## src/rtl/mem_pkg.sv

```systemverilog
// Shared types and constants for the RV32I memory-access stage.
`timescale 1ns/1ps
package mem_pkg;

  typedef enum logic [0:0] {
    S_IDLE   = 1'b0,
    S_ACCESS = 1'b1
  } state_e;

  localparam logic [2:0] F3_B  = 3'b000;
  localparam logic [2:0] F3_H  = 3'b001;
  localparam logic [2:0] F3_W  = 3'b010;
  localparam logic [2:0] F3_BU = 3'b100;
  localparam logic [2:0] F3_HU = 3'b101;

  localparam logic [3:0] STRB_B = 4'b0001;
  localparam logic [3:0] STRB_H = 4'b0011;
  localparam logic [3:0] STRB_W = 4'b1111;

  typedef enum logic [1:0] {
    SZ_B = 2'd0,
    SZ_H = 2'd1,
    SZ_W = 2'd2
  } size_e;

  // Unsigned variants only exist for loads; every unknown code is a word.
  function automatic size_e access_size(input logic [2:0] f3, input logic is_store);
    size_e sz;
    sz = SZ_W;
    if (f3 == F3_B || (!is_store && f3 == F3_BU)) sz = SZ_B;
    else if (f3 == F3_H || (!is_store && f3 == F3_HU)) sz = SZ_H;
    return sz;
  endfunction

endpackage

```

## src/rtl/mem_load_align.sv

```systemverilog
// Lane select and sign/zero extension of the data-memory read word.
`timescale 1ns/1ps
module mem_load_align
  import mem_pkg::*;
(
  input  logic [31:0] rdata_i,
  input  logic [1:0]  addr_lo_i,
  input  logic [2:0]  funct3_i,
  output logic [31:0] data_o
);

  logic [7:0]  byte_v;
  logic [15:0] half_v;

  always_comb begin
    case (addr_lo_i)
      2'd0:    byte_v = rdata_i[7:0];
      2'd1:    byte_v = rdata_i[15:8];
      2'd2:    byte_v = rdata_i[23:16];
      default: byte_v = rdata_i[31:24];
    endcase
    half_v = addr_lo_i[1] ? rdata_i[31:16] : rdata_i[15:0];

    case (funct3_i)
      F3_B:    data_o = {{24{byte_v[7]}}, byte_v};
      F3_BU:   data_o = {24'd0, byte_v};
      F3_H:    data_o = {{16{half_v[15]}}, half_v};
      F3_HU:   data_o = {16'd0, half_v};
      default: data_o = rdata_i;
    endcase
  end

endmodule

```

## src/rtl/mem_stage.sv

```systemverilog
// MEM stage: req/ack data-memory access, upstream stall and the MEM/WB register.
// Optional misaligned-access trapping is enabled by defining MEM_MISALIGN_CHECK_EN.
`timescale 1ns/1ps
module mem_stage
  import mem_pkg::*;
#(
  parameter int REG_W = 5
) (
  input  logic             clk,
  input  logic             rst,
  input  logic             in_valid,
  input  logic [31:0]      alu_result,
  input  logic [31:0]      store_data,
  input  logic             mem_read,
  input  logic             mem_write,
  input  logic [2:0]       funct3,
  input  logic [REG_W-1:0] addr_rd_in,
  input  logic [1:0]       select_mux_2_in,
  output logic             stall,
  output logic             dmem_req,
  output logic             dmem_we,
  output logic [31:0]      dmem_addr,
  output logic [31:0]      dmem_wdata,
  output logic [3:0]       dmem_wstrb,
  input  logic             dmem_ack,
  input  logic [31:0]      dmem_rdata,
  output logic             wb_valid,
  output logic [31:0]      mem_out,
  output logic [31:0]      alu_out,
  output logic [REG_W-1:0] addr_rd,
  output logic [1:0]       select_mux_2,
  output logic             misaligned
);

  // state    | meaning
  // S_IDLE   | accept a new instruction from EX/MEM
  // S_ACCESS | request outstanding, waiting for dmem_ack

  state_e             state_q, state_d;
  logic [31:0]        addr_q, addr_d, wdata_q, wdata_d;
  logic [3:0]         wstrb_q, wstrb_d;
  logic [2:0]         f3_q, f3_d;
  logic               we_q, we_d;
  logic [REG_W-1:0]   rd_q, rd_d, addr_rd_q, addr_rd_d;
  logic [1:0]         sel_q, sel_d, sel_out_q, sel_out_d;
  logic               wb_valid_q, wb_valid_d, mis_q, mis_d;
  logic [31:0]        mem_out_q, mem_out_d, alu_out_q, alu_out_d;

  logic               is_mem, mis_in;
  size_e              sz_in;
  logic [31:0]        wdata_in, load_val;
  logic [3:0]         wstrb_in;

  assign is_mem = mem_read | mem_write;
  assign sz_in  = access_size(funct3, mem_write);

`ifdef MEM_MISALIGN_CHECK_EN
  assign mis_in = is_mem & (((sz_in == SZ_H) & alu_result[0]) |
                            ((sz_in == SZ_W) & (alu_result[1:0] != 2'b00)));
`else
  assign mis_in = 1'b0;
`endif

  always_comb begin
    case (sz_in)
      SZ_B: begin
        wdata_in = {4{store_data[7:0]}};
        wstrb_in = STRB_B << alu_result[1:0];
      end
      SZ_H: begin
        wdata_in = {2{store_data[15:0]}};
        wstrb_in = STRB_H << {alu_result[1], 1'b0};
      end
      default: begin
        wdata_in = store_data;
        wstrb_in = STRB_W;
      end
    endcase
  end

  mem_load_align u_align (
    .rdata_i   (dmem_rdata),
    .addr_lo_i (addr_q[1:0]),
    .funct3_i  (f3_q),
    .data_o    (load_val)
  );

  always_comb begin
    state_d    = state_q;
    addr_d     = addr_q;
    wdata_d    = wdata_q;
    wstrb_d    = wstrb_q;
    f3_d       = f3_q;
    we_d       = we_q;
    rd_d       = rd_q;
    sel_d      = sel_q;
    wb_valid_d = 1'b0;
    mis_d      = 1'b0;
    mem_out_d  = mem_out_q;
    alu_out_d  = alu_out_q;
    addr_rd_d  = addr_rd_q;
    sel_out_d  = sel_out_q;

    case (state_q)
      S_IDLE: begin
        if (in_valid) begin
          if (!is_mem || mis_in) begin
            wb_valid_d = 1'b1;
            mem_out_d  = 32'd0;
            alu_out_d  = alu_result;
            addr_rd_d  = mis_in ? '0 : addr_rd_in;
            sel_out_d  = select_mux_2_in;
            mis_d      = mis_in;
          end else begin
            addr_d  = alu_result;
            wdata_d = wdata_in;
            wstrb_d = wstrb_in;
            f3_d    = funct3;
            we_d    = mem_write;
            rd_d    = addr_rd_in;
            sel_d   = select_mux_2_in;
            state_d = S_ACCESS;
          end
        end
      end
      default: begin
        if (dmem_ack) begin
          wb_valid_d = 1'b1;
          mem_out_d  = we_q ? 32'd0 : load_val;
          alu_out_d  = addr_q;
          addr_rd_d  = rd_q;
          sel_out_d  = sel_q;
          state_d    = S_IDLE;
        end
      end
    endcase
  end

  always_ff @(posedge clk or posedge rst) begin
    if (rst) begin
      state_q    <= S_IDLE;
      addr_q     <= '0;
      wdata_q    <= '0;
      wstrb_q    <= '0;
      f3_q       <= '0;
      we_q       <= 1'b0;
      rd_q       <= '0;
      sel_q      <= '0;
      wb_valid_q <= 1'b0;
      mis_q      <= 1'b0;
      mem_out_q  <= '0;
      alu_out_q  <= '0;
      addr_rd_q  <= '0;
      sel_out_q  <= '0;
    end else begin
      state_q    <= state_d;
      addr_q     <= addr_d;
      wdata_q    <= wdata_d;
      wstrb_q    <= wstrb_d;
      f3_q       <= f3_d;
      we_q       <= we_d;
      rd_q       <= rd_d;
      sel_q      <= sel_d;
      wb_valid_q <= wb_valid_d;
      mis_q      <= mis_d;
      mem_out_q  <= mem_out_d;
      alu_out_q  <= alu_out_d;
      addr_rd_q  <= addr_rd_d;
      sel_out_q  <= sel_out_d;
    end
  end

  // Stall is forced low during reset so upstream is released with the request.
  assign stall = !rst & (((state_q == S_IDLE) & in_valid & is_mem & !mis_in) |
                         ((state_q == S_ACCESS) & !dmem_ack));

  assign dmem_req     = (state_q == S_ACCESS);
  assign dmem_we      = dmem_req & we_q;
  assign dmem_addr    = {addr_q[31:2], 2'b00};
  assign dmem_wdata   = wdata_q;
  assign dmem_wstrb   = dmem_req ? wstrb_q : 4'b0000;
  assign wb_valid     = wb_valid_q;
  assign mem_out      = mem_out_q;
  assign alu_out      = alu_out_q;
  assign addr_rd      = addr_rd_q;
  assign select_mux_2 = sel_out_q;
  assign misaligned   = mis_q;

endmodule

```

## config.mk

```make
export PLATFORM = sky130hd
export DESIGN_NAME = mem_stage
export DESIGN_NICKNAME = d
export VERILOG_FILES = /design/src/rtl/mem_pkg.sv /design/src/rtl/mem_load_align.sv /design/src/rtl/mem_stage.sv
export SDC_FILE = /design/constraint.sdc
export NUM_CORES = 1
export LEC_CHECK = 0
export ABC_CLOCK_PERIOD_IN_PS = 5400
export CAP_MARGIN = 25
export CORE_AREA = 2 2 157 144
export CTS_CLUSTER_SIZE = 10
export DETAILED_ROUTE_END_ITERATION = 6
export DIE_AREA = 0 0 159 146
export PLACE_DENSITY_LB_ADDON = 0.25
export SLEW_MARGIN = 20
export SYNTH_ARGS = -nofsm -noshare
export SYNTH_HDL_FRONTEND = slang
export SYNTH_SLANG_ARGS = --single-unit
```

## constraint.sdc

```tcl
create_clock -name clk -period 5.4 [get_ports clk]
set_clock_uncertainty 0.05 [all_clocks]
set_input_delay 1.08 -clock clk [delete_from_list [all_inputs] [get_ports clk]]
set_output_delay 1.08 -clock clk [all_outputs]
set_load 0.01 [all_outputs]
```

==> impl_summary.txt <==
----------------------------------------------------
[Run status]
  Run status ... finished clean

[Pwr]
  Power density over the cells ... 423 nW/um^2
  Cell Int Power ... 3.02 mW
  Highest ir drop seen on vdd ... 0.201 mV
  Leak ... 4.59 nW
  Psw ... 1.35 mW
  Part of the total power dissipated in sequential elements ... 38.1%
  Clock share of power ... 29.3%
  Sw frac ... 30.9%
  Combinational Power Share ... 32.6%

[GRT]
  Grt ovf ... 0
  First-pass GRT wire length ... 33,200 um
  Overall routing resource usage ... 18.2%
  Antenna violations before repair ... 0
  Via count of the first global-routing pass ... 5,746
  Largest net degree at the start of global routing ... 99

[Synth]
  Dominant cell type by area after synthesis ... sky130_fd_sc_hd__dfrtp_1
  Avg Cell Area, Syn ... 9.79 um^2
  Number of enable-type register cells in the synthesized netlist ... 0
  Top cell type's share of synthesized area ... 52.8%
  Main area contributors after synthesis ... sky130_fd_sc_hd__dfrtp_1 (53%), sky130_fd_sc_hd__nand2_1 (12%), sky130_fd_sc_hd__mux2i_1 (9.2%)
  Number of synthesized register bits ... 152
  Yosys warning total ... 0
  Yosys cell types ... 45
  Post-synthesis instance total ... 736
  Share of the yosys chip area belonging to registers ... 52.8%
  Summed instance area of the synthesized netlist ... 7210 um^2
  Async set or reset register ratio after synthesis ... 100%
  Main synth FF type ... sky130_fd_sc_hd__dfrtp_1

[Floorplan]
  I/O pin cnt ... 256
  Die Y-Extent ... 146 um
  Width of the die ... 159 um
  Die Area ... 23,200 um^2
  Initial core utilization ... 33.6%
  Core ar. ... 21,400 um^2
  Site Rows ... 51

[Flow run]
  Count of maximum capacitance violations ... 0

[Placed design]
  Post-Place Setup Slack ... 1.64 ns
  Port buffer count ... 252
  Routability-driven placement congestion ratio ... 0.799
  Final HPWL from detailed placement ... 14,600 um

[Drt]
  Final wirelength ... 21,000 um
  DRC Markers ... 0
  Detail Route Antenna Nets ... 0
  Post-detailed-route via-to-cell ratio ... 4.66
  First DRT Iteration DRCs ... 266
  Routed wire per std cell ... 17.0 um
  Vias after detailed routing ... 5,773
  TritonRoute pass-1 iters ... 4

[STA]
  Actual transition at the worst max-transition pin ... 0.981 ns
  Final setup TNS ... 0 ns
  Crit path time final ... 3.75 ns
  Fmax achieved ... 0.267 GHz
  Worst path setup slack after routing ... 1.65 ns
  Final worst-path cycle share ... 69.5%
  RSZ-0062 raised after global routing ... no
  Setup violators final ... 0
  Tightest slew margin relative to the limit ... 34.5%
  Hold Vio Cnt, Final ... 0
  Total count of max-transition violations in the final report ... 0

[Clock network]
  Clock latency of the later-clocked register in the worst-skew pair ... 0.42 ns
  TritonCTS clock tree ... yes
  Number of buffers inserted by hold repair at cts ... 0
  Root Buffer ... sky130_fd_sc_hd__clkbuf_16
  Clock Sink Count ... 152
  Number of instances resized during post-cts repair ... 0
  Maximum buffer depth of the clock tree ... 2
  Number of buffers created by CTS ... 17
  H-tree levels ... 4
  Worst-path clk slew ... 0.06 ns
  Post-CTS Setup Bufs ... 0

[Final layout]
  Leading cell type in the layout, fill and taps excluded ... sky130_fd_sc_hd__clkdlybuf4s50_1
  Net count reported at finish ... 1,047
  Number of antenna repair diodes ... 0
  Filler cells ... 2,042
  Top library cells by usage in the layout, fill and taps aside ... sky130_fd_sc_hd__clkdlybuf4s50_1 (252), sky130_fd_sc_hd__nand2_1 (231), sky130_fd_sc_hd__dfrtp_1 (151)
  Share of post-route cells with drive strength above 1 ... 6.34%
  Synth-to-layout area growth ... 43.4%
  Core occupancy in the finished layout ... 48.2%

[Hold path]
  Classification of the worst-slack hold path ... flip-flop to flip-flop

[Worst setup path]
  Critical path capture point type ... primary output
  Start-to-end type of the worst setup path ... primary input to primary output
  Maximum net fanout on the critical path ... 4
  WP data arrival ... 2.62 ns
  Category of the worst setup path launch point ... primary input
  Data required time of the critical path ... 4.27 ns

----------------------------------------------------
==> final timing paths <==
path	depth (start not counted)	start	endpoint	slack [ns]
max	6	in_valid	stall	1.65
min	2	rd_q[4]$_DFFE_PP0P_	rd_q[4]$_DFFE_PP0P_	0.42
max reg2reg	4	dmem_req$_DFF_PP0_	mem_out[27]$_DFFE_PP0P_	2.54
min reg2reg	2	rd_q[4]$_DFFE_PP0P_	rd_q[4]$_DFFE_PP0P_	0.42
max in group asynchronous	4	rst	dmem_req$_DFF_PP0_	2.78
min in group asynchronous	3	rst	dmem_wdata[17]$_DFFE_PP0P_	1.24
==> cells in the mapped netlist, types with 7 or more instances <==
cell / number
sky130_fd_sc_hd__nor2_1: 7
sky130_fd_sc_hd__dfrtp_1: 152
sky130_fd_sc_hd__buf_2: 24
sky130_fd_sc_hd__o21ai_0: 12
sky130_fd_sc_hd__a221o_1: 16
sky130_fd_sc_hd__mux2i_1: 66
sky130_fd_sc_hd__o21ai_1: 81
sky130_fd_sc_hd__nor2b_1: 13
sky130_fd_sc_hd__nand2_1: 231
sky130_fd_sc_hd__clkbuf_1: 16
sky130_fd_sc_hd__and2_1: 7
sky130_fd_sc_hd__buf_4: 37
sky130_fd_sc_hd__nand2b_1: 10
==> power groups by stage <==
stage / sequential, mW / combinational [mW] / clock, mW
global route: 1.71 / 1.55 / 1.38
detailed placement: 1.69 / 1.43 / 0
finish: 1.67 / 1.42 / 1.28
floorplan: 1.72 / 0.651 / 0
global placement: 1.68 / 1.42 / 0
CTS: 1.67 / 1.44 / 1.32
==> state kept, by name, indices dropped and copies added, names as in the netlist <==
name and cells:
addr_q 32, alu_out 32, dmem_wdata 32, mem_out 32, addr_rd 5, rd_q 5
wstrb_q 4, f3_q 3, sel_q 2, select_mux_2 2, dmem_req 1, wb_valid 1
we_q 1
==> worst max-delay path, cell delays in order <==
cell and delay (ns):
sky130_fd_sc_hd__clkdlybuf4s50_1 0.46, sky130_fd_sc_hd__nor2b_4 0.20, sky130_fd_sc_hd__o21ai_4 0.08, sky130_fd_sc_hd__o21ai_1 0.10, sky130_fd_sc_hd__and2_1 0.16, sky130_fd_sc_hd__clkdlybuf4s50_1 0.53
==> area by class of cell <==
class | instances | area [um^2] | share of cell area (%)
clock buffer | 18 | 439 | 4.25
timing repair buffer | 262 | 2620 | 25.3
tap | 291 | 364 | 3.52
sequential | 152 | 3800 | 36.8
multi-input combinational | 498 | 2900 | 28.0
inverter | 4 | 18.8 | 0.182
clock inverter | 13 | 193 | 1.86
==> kinds of logic after synthesis <==
family	Yosys count	share of synthesized area [%]
buffers and inverters	88	7.46
flip-flops	152	52.8
AO/OA/AOI/OAI	148	12.8
multiplexers	72	10.5
AND/OR/NAND/NOR	275	16.4
other	1	0.0520
==> per-stage QoR <==
stage | hold WS [ns] | instances | power (mW) | cell area [um^2]
detailed placement | 0.412 | 1206 | 3.12 | 9680
floorplan | 0.395 | 738 | 2.37 | 7220
global placement | 0.407 | 1206 | 3.10 | 9680
global route | 0.448 | 1238 | 4.64 | 10300
CTS | 0.427 | 1237 | 4.43 | 10300
finish | 0.425 | 1238 | 4.37 | 10300
==> metal layers <==
metal  share of wire, %  GRT usage, %  vias to the layer above
met1                 46          25.1                     2704
met5                  0             0                        -
met3                9.0          7.10                       11
met2                 44          27.2                      200
met4               0.79          3.82                        0
li1                   -             -                     2858
No activity file was read; power rests on OpenSTA's default activity.
